`src/rtl/fetch_queue.sv`:
```
// rtl/fetch_queue.sv - instruction prefetch queue between imem and decode
module fetch_queue #(
    parameter int          DEPTH    = 4,
    parameter logic [31:0] RESET_PC = 32'h0000_0000
) (
    input  logic        clk,
    input  logic        rst,
    output logic        imem_req,
    output logic [31:0] imem_addr,
    input  logic        imem_ack,
    input  logic [31:0] imem_rdata,
    input  logic        redirect,
    input  logic [31:0] redirect_pc,
    output logic        out_valid,
    input  logic        out_ready,
    output logic [31:0] out_inst,
    output logic [31:0] out_pc,
    output logic [7:0]  flush_cnt
);
    localparam int AW = $clog2(DEPTH);
    localparam int CW = AW + 1;

    typedef enum logic [1:0] {IDLE, REQ, DRAIN} state_t;

    state_t          state, state_nx;
    logic [31:0]     fpc, fpc_nx;
    logic [31:0]     req_addr, req_addr_nx;
    logic [AW-1:0]   rd_ptr, wr_ptr;
    logic [CW-1:0]   count;
    logic [31:0]     inst_mem [DEPTH];
    logic [31:0]     pc_mem   [DEPTH];
    logic [31:0]     redir_pc;
    logic            push, pop, space;
    logic [CW:0]     next_level;

    assign redir_pc   = redirect_pc & ~32'h3;
    assign out_valid  = (count != '0);
    assign push       = (state == REQ) && imem_ack && !redirect;
    assign pop        = out_valid && out_ready && !redirect;
    assign next_level = {1'b0, count} + (CW+1)'(push) - (CW+1)'(pop);
    assign space      = next_level < (CW+1)'(DEPTH);

    assign imem_req  = (state == REQ) || (state == DRAIN);
    assign imem_addr = req_addr;
    assign out_inst  = out_valid ? inst_mem[rd_ptr] : '0;
    assign out_pc    = out_valid ? pc_mem[rd_ptr]   : '0;

    always_comb begin
        state_nx    = state;
        fpc_nx      = fpc;
        req_addr_nx = req_addr;
        case (state)
            IDLE: begin
                if (redirect) begin
                    fpc_nx      = redir_pc;
                    req_addr_nx = redir_pc;
                    state_nx    = REQ;
                end else if (count < CW'(DEPTH)) begin
                    req_addr_nx = fpc;
                    state_nx    = REQ;
                end
            end
            REQ: begin
                if (redirect) begin
                    fpc_nx = redir_pc;
                    if (imem_ack) req_addr_nx = redir_pc;
                    else          state_nx    = DRAIN;
                end else if (imem_ack) begin
                    fpc_nx = req_addr + 32'd4;
                    if (space) req_addr_nx = req_addr + 32'd4;
                    else       state_nx    = IDLE;
                end
            end
            DRAIN: begin
                // The stale request must complete before the new stream starts.
                if (redirect) fpc_nx = redir_pc;
                if (imem_ack) begin
                    req_addr_nx = redirect ? redir_pc : fpc;
                    state_nx    = REQ;
                end
            end
            default: state_nx = IDLE;
        endcase
    end

    always_ff @(posedge clk or posedge rst) begin
        if (rst) begin
            state     <= IDLE;
            fpc       <= RESET_PC;
            req_addr  <= RESET_PC;
            rd_ptr    <= '0;
            wr_ptr    <= '0;
            count     <= '0;
            flush_cnt <= '0;
        end else begin
            state    <= state_nx;
            fpc      <= fpc_nx;
            req_addr <= req_addr_nx;
            if (redirect) begin
                rd_ptr <= '0;
                wr_ptr <= '0;
                count  <= '0;
                if (flush_cnt != 8'hFF) flush_cnt <= flush_cnt + 8'd1;
            end else begin
                if (push) wr_ptr <= wr_ptr + 1'b1;
                if (pop)  rd_ptr <= rd_ptr + 1'b1;
                if (push && !pop)      count <= count + 1'b1;
                else if (pop && !push) count <= count - 1'b1;
            end
        end
    end

    always_ff @(posedge clk) begin
        if (push) begin
            inst_mem[wr_ptr] <= imem_rdata;
            pc_mem[wr_ptr]   <= req_addr;
        end
    end
endmodule

```
`config.mk`:
```
export PLATFORM = sky130hd
export DESIGN_NAME = fetch_queue
export DESIGN_NICKNAME = d
export VERILOG_FILES = /design/src/rtl/fetch_queue.sv
export SDC_FILE = /design/constraint.sdc
export NUM_CORES = 1
export LEC_CHECK = 0
export CORE_UTILIZATION = 45
export DETAILED_ROUTE_END_ITERATION = 6
export PLACE_DENSITY = 0.67
export SYNTH_ARGS = -nofsm -noshare
export SYNTH_HDL_FRONTEND = slang
export SYNTH_SLANG_ARGS = --single-unit
```
`constraint.sdc`:
```
create_clock -name clk -period 5.3 [get_ports clk]
set_input_delay 1.325 -clock clk [delete_from_list [all_inputs] [get_ports clk]]
set_output_delay 1.325 -clock clk [all_outputs]
set_load 0.005 [all_outputs]
```
==> metrics, run 1 <==
status complete, no violations; final setup TNS 0 ps; most frequent cell after synthesis edfxtp_1; post-synth cell types 61; Comb power frac 33.3%; crit path DAT 4760 ps; Max IR drop VDD 0.000297 V; Initial Utilization 46.1%; max-cap violation count 0; top post-synthesis cells by area edfxtp_1, dfrtp_1, mux4_2, and2_1, xnor2_1; mapped cell area 14600 sq um; # rows 65; Core Region 31800 sq um; PnR worst setup slack 990 ps; Slew Limit Fails 0; total wire length 34300 um; CTS Sinks 337; CTS resizes 0; DP Wirelength 21300 um; initial antenna violation count 0; Pleak 6.21 nW; drc violations 0; die footprint 33300 sq um; I/O Pins 175; clk_skew 25.3 ps; Die Ht 182 um; Final Wtd Congestion 0.839; Critical Path Start Type primary input; total power 9.78 mW; Setup Buffers After CTS 0; Nets 1233; first-pass GRT wire length 53400 um; crit-path max FO 31; initial drt markers 651; fin crit period 4310 ps; final setup fails 0; GRT overflow 0; pwr/cell area 538 nW/um^2; CTS tree yes; register bit total from synthesis 337; clock group share of total power 26.1%; Post-synth top flop edfxtp_1; cell taking the most area after synthesis edfxtp_1; cells after synthesis 970; area grow syn2layout 24.2%; CP required 5750 ps; switching power share of the total 32.2%; final count of hold timing violations 0; htree depth 2; Setup CP Type in -> reg; Yosys top cell area share 52.5%; Slew @ Worst Pin 1110 ps; vias per cell 5.71; Syn. warnings 0; Final Cycle Share 81.3%; all-layer global routing usage 21.2%; share of cells above drive strength 1 14.2%; dpl ws 501 ps; CP endpoint kind flop; post-route ant nets 0; relative slew slack 25.6%; CTS Hold Bufs 0; P_sw 3.15 mW; vias post-DR 9209; Seq pwr share 40.6%; clk buf depth 3; Multi-input gate area 4630 sq um; largest net degree at the start of global routing 67; CTS buffer count 38; Post-synth top cells edfxtp_1, dfrtp_1, and2_1, mux4_2, o21ai_0; I/O Buffers 172; Sequential Area 9720 sq um; unrepaired setup endpoints after global routing false; maximum clock rate 232 MHz; diode count 0; Post-synth EDFFs 256; vias in the first global route 9219; P_int 6.63 mW; Post-Syn Nets 1054; layout filler cell count 2516; wire length per cell 21.2 um; Reg clk slew, reported paths 60 ps; worst skew pair latency 520 ps; Seq/Total Area, Yosys 66.3%; async set or reset register ratio after synthesis 24.0%; Mapped Avg Cell Area 15.1 sq um; TritonRoute pass-1 iters 5; DIE WIDTH 182 um; HP Class reg -> reg; CTS Root Cell clkbuf_16
[final timing paths]
check	startpoint	endpoint	slack, ps	depth (start not counted)
hold reg to reg	flush_cnt[4]	flush_cnt[4]	490	1
setup reg to reg	state[1]	imem_addr[18]	1700	14
min in group asynchronous	rst	fpc[15]	1280	2
hold / removal	flush_cnt[4]	flush_cnt[4]	490	1
setup / recovery	imem_ack	imem_addr[18]	990	12
max in group asynchronous	rst	fpc[4]	3000	3
[power by group through the flow]
| stage | Clock, mW | Sequential, mW | Combinational [mW] |
|---|---|---|---|
| global placement | 0 | 4.00 | 3.23 |
| detailed placement | 0 | 4.02 | 3.28 |
| floorplan | 0 | 3.78 | 1.95 |
| finish | 2.56 | 3.97 | 3.26 |
| global route | 2.71 | 4.04 | 3.56 |
| CTS | 2.60 | 3.97 | 3.29 |
[layout by cell type, fill, tap and decap left out, types with 36 or more instances in the layout]
master | Yosys | routed
a21oi_1 | 46 | 46
and2_1 | 65 | 65
clkbuf_16 | 0 | 41
clkdlybuf4s50_1 | 0 | 171
dfrtp_1 | 81 | 79
edfxtp_1 | 256 | 256
mux4_2 | 64 | 64
nand2_1 | 36 | 36
nor2_1 | 42 | 42
o21ai_0 | 48 | 47
[layout make-up]
| type | count | share of cell area, % |
|---|---|---|
| clock buffers | 53 | 5.94 |
| clock inverters | 17 | 0.826 |
| inverters | 27 | 0.564 |
| multi-input cells | 549 | 25.4 |
| flip-flops and latches | 337 | 53.5 |
| well taps | 435 | 2.99 |
| repair buffers | 196 | 10.8 |
[critical path, cell delays in order]
cell             delay (ps)
clkdlybuf4s50_1         610
inv_1                   170
nor2_1                  200
inv_1                    60
ha_1                    250
inv_1                    70
ha_1                    210
and3b_1                 170
or4_1                   560
a31o_2                  500
nor2_1                  390
a221o_1                 220
[state kept, by name (all words and copies together) (netlist names)]
register,count
inst_mem,128
pc_mem,128
fpc,32
imem_addr,32
flush_cnt,8
count,3
rd_ptr,2
state,2
wr_ptr,2
[stage by stage]
step | util, % | instance area [sq um] | cells | hold WS, ps
5_1_grt | 57.2 | 18200 | 1614 | 513
3_3_place_gp | 53.3 | 17000 | 1544 | 487
6_report | 57.2 | 18200 | 1614 | 489
3_5_place_dp | 53.3 | 17000 | 1544 | 484
2_1_floorplan | - | 14600 | 970 | 473
4_1_cts | 57.2 | 18200 | 1614 | 492
[cell families (layout without fill, tap and decap cells)]
| group | after synthesis | in the layout | synth area share, % |
|---|---|---|---|
| simple gates | 230 | 230 | 8.98 |
| mux | 70 | 70 | 10.3 |
| fa+ha+maj | 15 | 15 | 1.33 |
| xor+xnor | 40 | 40 | 2.39 |
| buf+inv | 84 | 293 | 2.26 |
| flops | 337 | 337 | 66.3 |
| compound gates | 194 | 194 | 8.46 |
[metal layers]
metal,routed length [um],global-route usage (%),up-vias
met4,891,6.92,0
met2,16600,34.5,353
met5,0,0,-
met1,14800,29.5,4671
li1,-,-,4129
met3,2060,2.89,56
(Power assumes the default switching activity.)
==> run 2, diff against run 1 <==
--- a/config.mk
+++ b/config.mk
@@ -7,7 +7,7 @@
 export LEC_CHECK = 0
 export CORE_UTILIZATION = 45
 export DETAILED_ROUTE_END_ITERATION = 6
-export PLACE_DENSITY = 0.67
+export PLACE_DENSITY = 0.69
 export SYNTH_ARGS = -nofsm -noshare
 export SYNTH_HDL_FRONTEND = slang
 export SYNTH_SLANG_ARGS = --single-unit
==> constraint.sdc (replaced) <==
create_clock -name clk -period 3.8 [get_ports clk]
set_input_delay 0.95 -clock clk [delete_from_list [all_inputs] [get_ports clk]]
set_output_delay 0.95 -clock clk [all_outputs]
set_load 0.005 [all_outputs]
==> run 2 against run 1 <==
Against the previous run: sequential share of layout area shrank 1.2 points; sequential power grew 35%; final cell count grew 1.9%; routed wire length grew 2.3%; combinational power grew 54%; sequential cell count is the same; critical path type is now reg -> out; largest cell class unchanged; largest power group unchanged.
==> metrics, run 2 (same netlist as run 1, synthesis figures left out) <==
CTS tree yes; Final Cycle Share 93.5%; initial antenna violation count 1 (+1); Critical Path Start Type flop; final setup fails 0 (unchanged); clk buf depth 3 (unchanged); initial drt markers 758 (+16%); Initial Utilization 46.1% (unchanged); htree depth 2 (unchanged); Max IR drop VDD 0.000411 V (+38%); unrepaired setup endpoints after global routing false; Worst Reg-to-Reg Cells 15 (+1); metal3 WL 2250 um (+9.0%); CTS buffer count 37 (-2.6%); vias post-DR 9292 (+0.90%); worst skew pair latency 520 ps (about the same); PnR worst setup slack 246 ps (-744 ps); I/O Buffers 172 (unchanged); drc violations 0 (unchanged); Final Wtd Congestion 0.841 (+0.27%); wire length per cell 21.3 um (+0.42%); DIE WIDTH 182 um (unchanged); Setup CP Type reg -> out; Core Util, Final 58.5% (+1.4 points); share of cells above drive strength 1 16.6% (+2.4 points); r2r setup slk 620 ps (-1080 ps); Pleak 6.43 nW (+3.5%); maximum clock rate 281 MHz; end of the worst hold path flush_cnt[4]; # rows 65 (unchanged); clk_skew 15.3 ps (-9.98 ps); CTS Sinks 337 (unchanged); Nets 1263 (+2.4%); CP endpoint kind output port; TritonRoute pass-1 iters 5 (unchanged); vias per cell 5.65 (-0.94%); relative slew slack 21.4% (-4.3 points); area grow syn2layout 27.1%; post-route ant nets 0 (unchanged); Reg clk slew, reported paths 60 ps (about the same); CP required 2850 ps (-2900 ps); Crit-path slowest cell buf_4; most common cell after layout, fill and taps aside edfxtp_1; crit-path max FO 66 (+110%); dpl ws -162 ps (-663 ps); Core Region 31800 sq um (unchanged); final count of hold timing violations 0 (unchanged); all-layer global routing usage 21.7% (+0.49 points); HP Class reg -> reg; met2 routed WL 16500 um (about the same); Metal-1 WL 15400 um (+4.0%); Hold Path Stages 1 (unchanged); slowest stage delay, CP 550 ps (-60 ps); total wire length 35100 um (+2.3%); max-cap violation count 0 (unchanged); crit path DAT 2600 ps (-2160 ps); status complete, no violations; commonest non-fill, non-tap cells in the layout edfxtp_1, clkdlybuf4s50_1, dfrtp_1, and2_1, mux4_2; FF-to-FF Start count[2]; pwr/cell area 758 nW/um^2 (+41%); hold wc startpoint flush_cnt[4]; Largest regs inst_mem: 128 flops, pc_mem: 128 flops; vias in the first global route 9492 (+3.0%); I/O Pins 175 (unchanged); Multi-input gate area 4630 sq um (+0.14%); Sequential Area 9720 sq um (unchanged); Die Ht 182 um (unchanged); DR top layer met4; CTS Root Cell clkbuf_16; layout filler cell count 2418 (-3.9%); Cell Chain, Critical Path inv_1 > nand3_2 > buf_4 > and2_1 > clkdlybuf4s50_1; FF-to-FF End imem_addr[7]; fin crit period 3550 ps; largest net degree at the start of global routing 67 (unchanged); first-pass GRT wire length 54700 um (+2.4%); DP Wirelength 22500 um (+5.6%); die footprint 33300 sq um (unchanged); Slew Limit Fails 0 (unchanged); GRT overflow 0 (unchanged); Slew @ Worst Pin 1180 ps (+71.6 ps)
-- run 2: through the flow --
| step | TNS [ps] | power [mW] | hold slack, ps | std cells | instance area (sq um) |
|---|---|---|---|---|---|
| 6_report | 0 | 14.1 | 485 | 1644 | 18600 |
| 5_1_grt | 0 | 14.9 | 509 | 1643 | 18600 |
| 4_1_cts | 0 | 14.2 | 490 | 1642 | 18600 |
| 3_5_place_dp | -2240 | 10.4 | 482 | 1574 | 17300 |
| 3_3_place_gp | -569 | 10.3 | 480 | 1574 | 17300 |
| 2_1_floorplan | 0 | 8.00 | 473 | 970 | 14700 |
-- run 2: cell type report --
class                      count  area share [%]
multi-input combinational    549            24.9
antenna                        1          0.0134
clock buffer                  50            5.52
tap                          435            2.92
clock inverter                18            1.34
inverter                      27           0.551
timing repair buffer         227            12.5
sequential                   337            52.2
-- run 2: report_power, final --
part / leakage, nW / internal, mW / switching (mW) / total [mW]
clock network: 0.626 / 2.31 / 1.43 / 3.75
logic: 2.51 / 2.59 / 2.42 / 5.01
registers: 3.29 / 4.72 / 0.640 / 5.36
-- run 2: layer usage --
metal,GRT usage (%),up-vias
met2,35.0,335
met4,6.82,0
met5,0,-
met3,3.93,63
li1,-,4192
met1,29.9,4702
-- run 2: how the worst max path moves through the flow --
stage / cells past startpoint / to / slack, ps / start
after floorplan: 15 / imem_addr[13] / 20 / redirect
after global placement: 13 / imem_addr[22] / -70 / out_ready
after detailed placement: 13 / imem_addr[22] / -160 / out_ready
after CTS: 4 / out_pc[27] / 40 / rd_ptr[0]
after global routing: 5 / out_inst[0] / 60 / count[2]
final: 5 / out_inst[0] / 250 / count[2]
-- run 2: worst max-delay path: cells and delay by family (launching register included) --
family,cells,cell delay [ps]
buffers and inverters,3,1190
flip-flops,1,440
AND/OR/NAND/NOR,2,410
-- run 2: what timing repair did --
item	CTS	global route
setup endpoints to repair	0	7
setup buffers	0	1
gates resized for setup	0	0
hold endpoints to repair	0	0
hold buffers	0	0
